### src/rtl/point_dispatcher.sv
// Streams every point of the dataset into the kd-tree root once per k-means iteration,
// pulses centroid updates, and repeats until all PEs report stable or the iteration cap is reached.
module point_dispatcher #(
  parameter int DIM        = 3,
  parameter int DATA_RANGE = 255,
  parameter int NUM_POINTS = 64,
  parameter int MAX_ITERS  = 32,
  localparam int DIM_SIZE  = $clog2(DATA_RANGE),
  localparam int ADDR_W    = (NUM_POINTS > 1) ? $clog2(NUM_POINTS) : 1,
  localparam int ITER_W    = $clog2(MAX_ITERS + 1)
) (
  input  logic                    clk,
  input  logic                    rst,
  input  logic                    start,
  output logic                    pt_rd,
  output logic [ADDR_W-1:0]       pt_addr,
  input  logic [DIM*DIM_SIZE-1:0] pt_data,
  output logic [DIM*DIM_SIZE-1:0] point_out,
  output logic                    receive_point,
  input  logic                    tree_ready,
  input  logic                    assign_done,
  output logic                    start_iter,
  output logic                    update,
  input  logic                    update_done,
  input  logic                    all_stable,
  output logic                    busy,
  output logic                    done,
  output logic                    converged,
  output logic [ITER_W-1:0]       iter_count
);

  typedef enum logic [3:0] {
    S_IDLE, S_ITER_START, S_FETCH, S_WAIT_DATA, S_SEND,
    S_WAIT_ASSIGN, S_ITER_END, S_WAIT_UPDATE, S_DONE
  } state_t;

  localparam logic [ADDR_W-1:0] LAST_IDX  = ADDR_W'(NUM_POINTS - 1);
  localparam logic [ITER_W-1:0] ITER_CAP  = ITER_W'(MAX_ITERS);

  state_t                    r_state;
  logic [ADDR_W-1:0]         r_idx;
  logic [ADDR_W-1:0]         r_pt_addr;
  logic [DIM*DIM_SIZE-1:0]   r_point;
  logic [ITER_W-1:0]         r_iter;
  logic                      r_pt_rd, r_recv, r_start_iter, r_update, r_busy, r_done, r_conv;

  logic [ADDR_W-1:0]         w_idx_nxt;
  logic [ITER_W-1:0]         w_iter_nxt;

  assign w_idx_nxt  = r_idx + 1'b1;
  assign w_iter_nxt = r_iter + 1'b1;

  // Outputs are registered alongside the state transition so each one is a clean Moore output.
  always_ff @(posedge clk) begin
    if (rst) begin
      r_state      <= S_IDLE;
      r_idx        <= '0;
      r_pt_addr    <= '0;
      r_point      <= '0;
      r_iter       <= '0;
      r_pt_rd      <= 1'b0;
      r_recv       <= 1'b0;
      r_start_iter <= 1'b0;
      r_update     <= 1'b0;
      r_busy       <= 1'b0;
      r_done       <= 1'b0;
      r_conv       <= 1'b0;
    end else begin
      r_start_iter <= 1'b0;
      r_pt_rd      <= 1'b0;
      r_update     <= 1'b0;
      r_done       <= 1'b0;
      case (r_state)
        S_IDLE: begin
          if (start) begin
            r_state      <= S_ITER_START;
            r_start_iter <= 1'b1;
            r_busy       <= 1'b1;
            r_iter       <= '0;
            r_conv       <= 1'b0;
            r_idx        <= '0;
          end
        end
        S_ITER_START: begin
          r_idx     <= '0;
          r_pt_addr <= '0;
          r_pt_rd   <= 1'b1;
          r_state   <= S_FETCH;
        end
        S_FETCH: r_state <= S_WAIT_DATA;
        S_WAIT_DATA: begin
          r_point <= pt_data;
          r_recv  <= 1'b1;
          r_state <= S_SEND;
        end
        S_SEND: begin
          if (tree_ready) begin
            r_recv  <= 1'b0;
            r_state <= S_WAIT_ASSIGN;
          end
        end
        S_WAIT_ASSIGN: begin
          if (assign_done) begin
            if (r_idx == LAST_IDX) begin
              r_update <= 1'b1;
              r_state  <= S_ITER_END;
            end else begin
              r_idx     <= w_idx_nxt;
              r_pt_addr <= w_idx_nxt;
              r_pt_rd   <= 1'b1;
              r_state   <= S_FETCH;
            end
          end
        end
        S_ITER_END: r_state <= S_WAIT_UPDATE;
        S_WAIT_UPDATE: begin
          if (update_done) begin
            r_iter <= w_iter_nxt;
            if (all_stable || (w_iter_nxt == ITER_CAP)) begin
              r_conv  <= all_stable;
              r_done  <= 1'b1;
              r_state <= S_DONE;
            end else begin
              r_start_iter <= 1'b1;
              r_state      <= S_ITER_START;
            end
          end
        end
        S_DONE: begin
          r_busy  <= 1'b0;
          r_state <= S_IDLE;
        end
        default: begin
          r_busy  <= 1'b0;
          r_recv  <= 1'b0;
          r_state <= S_IDLE;
        end
      endcase
    end
  end

  assign pt_rd         = r_pt_rd;
  assign pt_addr       = r_pt_addr;
  assign point_out     = r_point;
  assign receive_point = r_recv;
  assign start_iter    = r_start_iter;
  assign update        = r_update;
  assign busy          = r_busy;
  assign done          = r_done;
  assign converged     = r_conv;
  assign iter_count    = r_iter;

endmodule

### config.mk
export PLATFORM = sky130hd
export DESIGN_NAME = point_dispatcher
export DESIGN_NICKNAME = d
export VERILOG_FILES = /design/src/rtl/point_dispatcher.sv
export SDC_FILE = /design/constraint.sdc
export NUM_CORES = 1
export LEC_CHECK = 0
export CELL_PAD_IN_SITES_DETAIL_PLACEMENT = 1
export CELL_PAD_IN_SITES_GLOBAL_PLACEMENT = 1
export CORE_MARGIN = 2
export CORE_UTILIZATION = 36
export CTS_CLUSTER_SIZE = 20
export DETAILED_ROUTE_END_ITERATION = 6
export GPL_ROUTABILITY_DRIVEN = 0
export PLACE_DENSITY = 0.88
export RECOVER_POWER = 50
export SYNTH_ARGS = -nofsm -noshare
export SYNTH_HDL_FRONTEND = slang
export SYNTH_SLANG_ARGS = --single-unit
### constraint.sdc
create_clock -name clk -period 3.8 [get_ports clk]
set_clock_uncertainty 0.05 [all_clocks]
set_input_delay 0.76 -clock clk [delete_from_list [all_inputs] [get_ports clk]]
set_output_delay 0.76 -clock clk [all_outputs]
set_load 0.05 [all_outputs]
==> impl_metrics.json, run 1 <==
{
  "antenna_left": 0,
  "status": "finished clean",
  "antenna_found_initial": 0,
  "first_global_vias": 2187,
  "ir_drop_mv": 0.208,
  "power_mw": 1.06,
  "grt_pass1_wl_um": 10600,
  "synth_seq_cells": 53,
  "critPathBufInv": 1,
  "core-area_mm2": 0.00628,
  "maxCapViolations": 0,
  "rr_worst_depth": 5,
  "wl_met1_um": 2950,
  "crit_chain": "dlygate4sd3_1 > nor4b_1 > a22oi_1 > o21bai_1 > a32o_1",
  "die_y_um": 84.0,
  "critPathTopFamily": "compound AO/OA/AOI/OAI gates",
  "cts_max_level": 2,
  "final_area_mm2": 0.00311,
  "synth_ff_type": "dfxtp_1",
  "syn_area_per_cell_um2": 8.38,
  "cts_buffers": 5,
  "p_sw_uw": 295,
  "slew_headroom_pct": 46.9,
  "grt_usage_pct": 18.4,
  "required_ns": 3.96,
  "grt_setup_unrepaired": "no",
  "min_path_type": "reg2reg",
  "cts_hold_buf": 0,
  "cts_tree": "yes",
  "die_x_um": 84.0,
  "path_clk_slew_ns": 0.10,
  "crit-reg2reg-launch": "r_idx[0]",
  "dieArea_mm2": 0.00705,
  "tightest_slew_ns": 0.796,
  "vias": 2212,
  "num_antenna_cells": 0,
  "wl_per_cell_um": 14.9,
  "slowest_stage": "dlygate4sd3_1",
  "ys_top_cells_by_area": "dfxtp_1 46%, nand2_1 11%, a21oi_1 8.7%, o21ai_0 2.8%, nand3_1 2.0%",
  "synth-edff-count": 0,
  "vias_per_cell": 5.28,
  "highest_layer": "met4",
  "synthArstFlopShare_pct": 0,
  "min_from": "point_out[15]",
  "met3WireLength_um": 253,
  "synthCells": 275,
  "layout_common_cells": "70 x clkdlybuf4s50_1, 66 x nand2_1, 53 x dfxtp_1",
  "cts.sinks": 53,
  "insertion_delay_ns": 0.30,
  "slew_violations": 0,
  "startpoint": "start",
  "hold_depth": 2,
  "drc": 0,
  "drive_gt1_share_pct": 4.09,
  "areaGrowthSynthToFinish_pct": 35.2,
  "grt_max_degree": 50,
  "synth.top_cell.area_share_pct": 46.1,
  "crit_path_max_fanout": 7,
  "cellPowerDensity_mw_per_mm2": 339,
  "yosys_warnings": 0,
  "cts_setup_buffers": 0,
  "place_hpwl_um": 4520,
  "path_class": "in2reg",
  "layout_commonest_cell": "clkdlybuf4s50_1",
  "setup_violations": 0,
  "cts_root_buf": "clkbuf_8",
  "period_share_pct": 64.4,
  "drt_wl_total_um": 6260,
  "cts.path.max_buffers": 2,
  "critPathMaxStageDelay_ns": 0.59,
  "row_count": 29,
  "synth_top_area_cell": "dfxtp_1",
  "syn-num-nets": 308,
  "drt_iter0_drc": 65,
  "worstSetupPathDepth": 5,
  "ioPinCount": 74,
  "syn_area_mm2": 0.00230,
  "synth.distinct_cells": 53,
  "initial_core_util_pct": 36.7,
  "grt_remaining_overflow": 0,
  "synth-seq-area-share_pct": 46.1,
  "cp-start-kind": "primary input",
  "hold_violations": 0,
  "period_needed_ns": 2.45,
  "cp.arrival_ns": 2.60,
  "p_leak_nw": 1.03,
  "cts_resized": 0,
  "switching_share_pct": 28.0,
  "endpoint_kind": "flip-flop",
  "io_buffers": 73,
  "dr_wl_met2_um": 2960,
  "seq_power_share_pct": 55.4,
  "place_area_mm2": 0.00306,
  "clock.fmax_mhz": 409,
  "p_comb_share_pct": 14.8,
  "fin_setup_tns_ns": 0,
  "clkPwrFrac_pct": 29.8,
  "nNetsFinal": 374,
  "power.internal_uw": 761,
  "dr.pass1.iters": 4
}
metal layers:
metal  global-route usage, %  up-vias
li1                        -     1096
met1                    24.4     1051
met2                    30.0       60
met3                    3.76        5
met4                    6.01        0
met5                       0        -
power by group through the flow:
stage / combinational [mW] / clock [mW] / sequential (mW)
after global routing: 0.169 / 0.352 / 0.588
final: 0.157 / 0.315 / 0.585
after detailed placement: 0.161 / 0 / 0.599
after floorplan: 0.0682 / 0 / 0.624
after global placement: 0.157 / 0 / 0.598
after CTS: 0.162 / 0.330 / 0.587
cells by family after synthesis:
logic type	share of synthesized area, %
simple gates	25.0
compound gates	20.7
flops	46.1
buf+inv	4.67
xor+xnor	1.14
mux	1.30
fa+ha+maj	1.09
per-stage QoR:
step	hold slack, ns	setup slack [ns]	instances	utilization [%]
after floorplan	0.416	1.98	275	-
after global placement	0.391	1.35	411	48.7
after detailed placement	0.399	1.28	411	48.7
after CTS	0.413	1.35	419	50.0
after global routing	0.440	1.22	419	49.6
final	0.410	1.35	419	49.6
flip-flops by register name (all words and copies together), names as in the netlist, 4 cells and up:
name        cells
iter_count      6
point_out      24
pt_addr         6
r_idx           6
r_state         4
synthesized netlist by cell type (3+ instances only):
| library cell | instances |
|---|---|
| a21oi_1 | 40 |
| nor2_1 | 7 |
| inv_1 | 4 |
| dfxtp_1 | 53 |
| nor2b_1 | 3 |
| nand3_1 | 9 |
| nand2_1 | 66 |
| o21ai_0 | 13 |
| or3_1 | 3 |
| buf_4 | 5 |
| a311oi_1 | 3 |
| clkbuf_1 | 5 |
| buf_2 | 5 |
| nor3_1 | 4 |
| nand2b_1 | 5 |
| mux2i_1 | 3 |
worst register-to-register path, delay by kind of cell, from the launching register on:
kind                     cells  cell delay [ns]
AND/OR/NAND/NOR              3             1.09
adder cells (fa/ha/maj)      1             0.32
flip-flops                   1             0.43
AO/OA/AOI/OAI                1             0.29
path summary, 6_finish.rpt:
path,end,slack (ns)
min reg2reg,point_out[15],0.41
max reg2reg,r_idx[4],1.54
min,point_out[15],0.41
max,iter_count[5],1.35
cell type report:
cell class / instances / area, um^2
Multi-Input combinational cell: 200 / 1110
Fill cell: 755 / 3160
Clock inverter: 3 / 17.5
Inverter: 6 / 22.5
Clock buffer: 5 / 68.8
Sequential cell: 53 / 1060
Tap cell: 77 / 96.3
Timing Repair Buffer: 75 / 741
No activity file was read; power rests on OpenSTA's default activity.
==> run 2: changes to the inputs <==
--- a/config.mk
+++ b/config.mk
@@ -8,11 +8,11 @@
 export CELL_PAD_IN_SITES_DETAIL_PLACEMENT = 1
 export CELL_PAD_IN_SITES_GLOBAL_PLACEMENT = 1
 export CORE_MARGIN = 2
-export CORE_UTILIZATION = 36
+export CORE_UTILIZATION = 33
 export CTS_CLUSTER_SIZE = 20
 export DETAILED_ROUTE_END_ITERATION = 6
 export GPL_ROUTABILITY_DRIVEN = 0
-export PLACE_DENSITY = 0.88
+export PLACE_DENSITY = 0.82
 export RECOVER_POWER = 50
 export SYNTH_ARGS = -nofsm -noshare
 export SYNTH_HDL_FRONTEND = slang
==> constraint.sdc (replaced) <==
create_clock -name clk -period 2.4 [get_ports clk]
set_clock_uncertainty 0.05 [all_clocks]
set_input_delay 0.48 -clock clk [delete_from_list [all_inputs] [get_ports clk]]
set_output_delay 0.48 -clock clk [all_outputs]
set_load 0.05 [all_outputs]
==> run 2 against run 1 <==
  * Die area increased by 8.6%
  * First-iteration DRC count decreased by 31%
  * Register-to-register slack got worse by 1.2 ns
  * Largest cell class unchanged
  * Critical path type unchanged
  * Setup slack got worse by 1.1 ns
  * Core utilization decreased by 3.2 points
==> impl_metrics.json, run 2 (synthesis gave the netlist of run 1 again) <==
{
  "cp-start-kind": "primary input",
  "path_class": "in2reg",
  "cts_hold_buf": 0,
  "switching_share_pct": 26.7,
  "antenna_left": 0,
  "areaGrowthSynthToFinish_pct": 36.1,
  "grt_usage_pct": 16.3,
  "nNetsFinal": 376,
  "grt_remaining_overflow": 0,
  "cts.sinks": 53,
  "r2r_slack_ns": 0.34,
  "crit_end": "iter_count[5]",
  "first_global_vias": 2215,
  "path_clk_slew_ns": 0.09,
  "place_hpwl_um": 4370,
  "ir_drop_mv": 0.262,
  "min_path_type": "reg2reg",
  "dieArea_mm2": 0.00766,
  "maxCapViolations": 0,
  "cts_setup_buffers": 0,
  "core-area_mm2": 0.00676,
  "initial_core_util_pct": 34.1,
  "required_ns": 2.55,
  "drive_gt1_share_pct": 4.37,
  "crit-reg2reg-launch": "r_idx[0]",
  "endpoint_kind": "flip-flop",
  "vias_per_cell": 5.18,
  "grt_max_degree": 49,
  "cts.path.max_buffers": 2,
  "crit_path_max_fanout": 7,
  "p_leak_nw": 1.09,
  "status": "finished clean",
  "cts_buffers": 5,
  "finalWorstSetupSlack_ns": 0.232,
  "tightest_slew_ns": 0.804,
  "setup_violations": 0,
  "period_share_pct": 90.3,
  "die_y_um": 87.5,
  "wl_per_cell_um": 14.6,
  "die_x_um": 87.5,
  "cp.arrival_ns": 2.32,
  "dr.pass1.iters": 4,
  "io_buffers": 73,
  "layout_common_cells": "66 x nand2_1, 56 x clkdlybuf4s50_1, 53 x dfxtp_1",
  "slew_violations": 0,
  "rr_worst_depth": 5,
  "p_comb_share_pct": 15.5,
  "drt_wl_total_um": 6160,
  "drc": 0,
  "whs_ns": 0.407,
  "num_antenna_cells": 0,
  "slew_headroom_pct": 46.4,
  "antenna_found_initial": 0,
  "startpoint": "start",
  "p_sw_uw": 450,
  "largest_reg_flops": 24,
  "layout_commonest_cell": "nand2_1",
  "power.internal_mw": 1.23,
  "clkPwrFrac_pct": 30.2,
  "fin_cells": 423,
  "rr_endpoint": "r_idx[4]",
  "clock.fmax_mhz": 461,
  "cellPowerDensity_mw_per_mm2": 537,
  "hold_violations": 0,
  "period_needed_ns": 2.17,
  "vias": 2193,
  "grt_setup_unrepaired": "no",
  "cts_max_level": 2,
  "row_count": 30,
  "grt_pass1_wl_um": 10000,
  "pre_cts_slack_ns": 0.201,
  "ioPinCount": 74,
  "dp_cells": 416,
  "cts_tree": "yes",
  "cts_resized": 0,
  "fin_setup_tns_ns": 0,
  "drt_iter0_drc": 45,
  "cts_root_buf": "clkbuf_8",
  "min_from": "point_out[16]",
  "insertion_delay_ns": 0.30,
  "seq_power_share_pct": 54.2
}
[run 2: changes by cell type in the layout (fill, tap and decap cells not counted), sizes merged]
cell and delta:
buf +2, dlygate4sd3 +14, clkinvlp -1, clkbuf +2, clkdlybuf4s50 -14, clkinv -2
[run 2: final cells by class]
cell class	instances	area [um^2]
clock buffer	7	86.3
fill	811	3620
tap	80	100
sequential	53	1060
timing repair buffer	77	756
multi-input combinational	200	1110
inverter	6	22.5
[run 2: how the worst min path moves through the flow]
stage | cells past startpoint | endpoint
after floorplan | 1 | r_idx[0]
after global placement | 2 | point_out[9]
after detailed placement | 2 | point_out[16]
after CTS | 2 | point_out[16]
after global routing | 2 | point_out[5]
final | 2 | point_out[16]
[run 2: power groups by stage]
stage	registers, mW	logic [mW]	clock network, mW
after global routing	0.917	0.283	0.572
after floorplan	0.989	0.108	0
final	0.914	0.261	0.509
after global placement	0.935	0.268	0
after detailed placement	0.936	0.271	0
after CTS	0.915	0.273	0.532
[run 2: metal layers]
layer  global-route usage (%)  wire length (um)
met5                        0                 0
met1                     19.6              2950
met2                     29.4              2900
met3                     3.68               241
met4                     4.20                60
[run 2: metrics by stage]
stage                     cell area [um^2]  utilization (%)  power [mW]
after floorplan                       2300                -        1.10
after global placement                3070             45.5        1.20
after detailed placement              3070             45.5        1.21
after CTS                             3160             46.8        1.72
after global routing                  3140             46.4        1.77
final                                 3140             46.4        1.68
[run 2: worst max-delay path: stages]
cell and delay, ns:
dlygate4sd3_1 0.58, nor4b_1 0.45, a22oi_1 0.30, o21bai_1 0.24, a32o_1 0.26
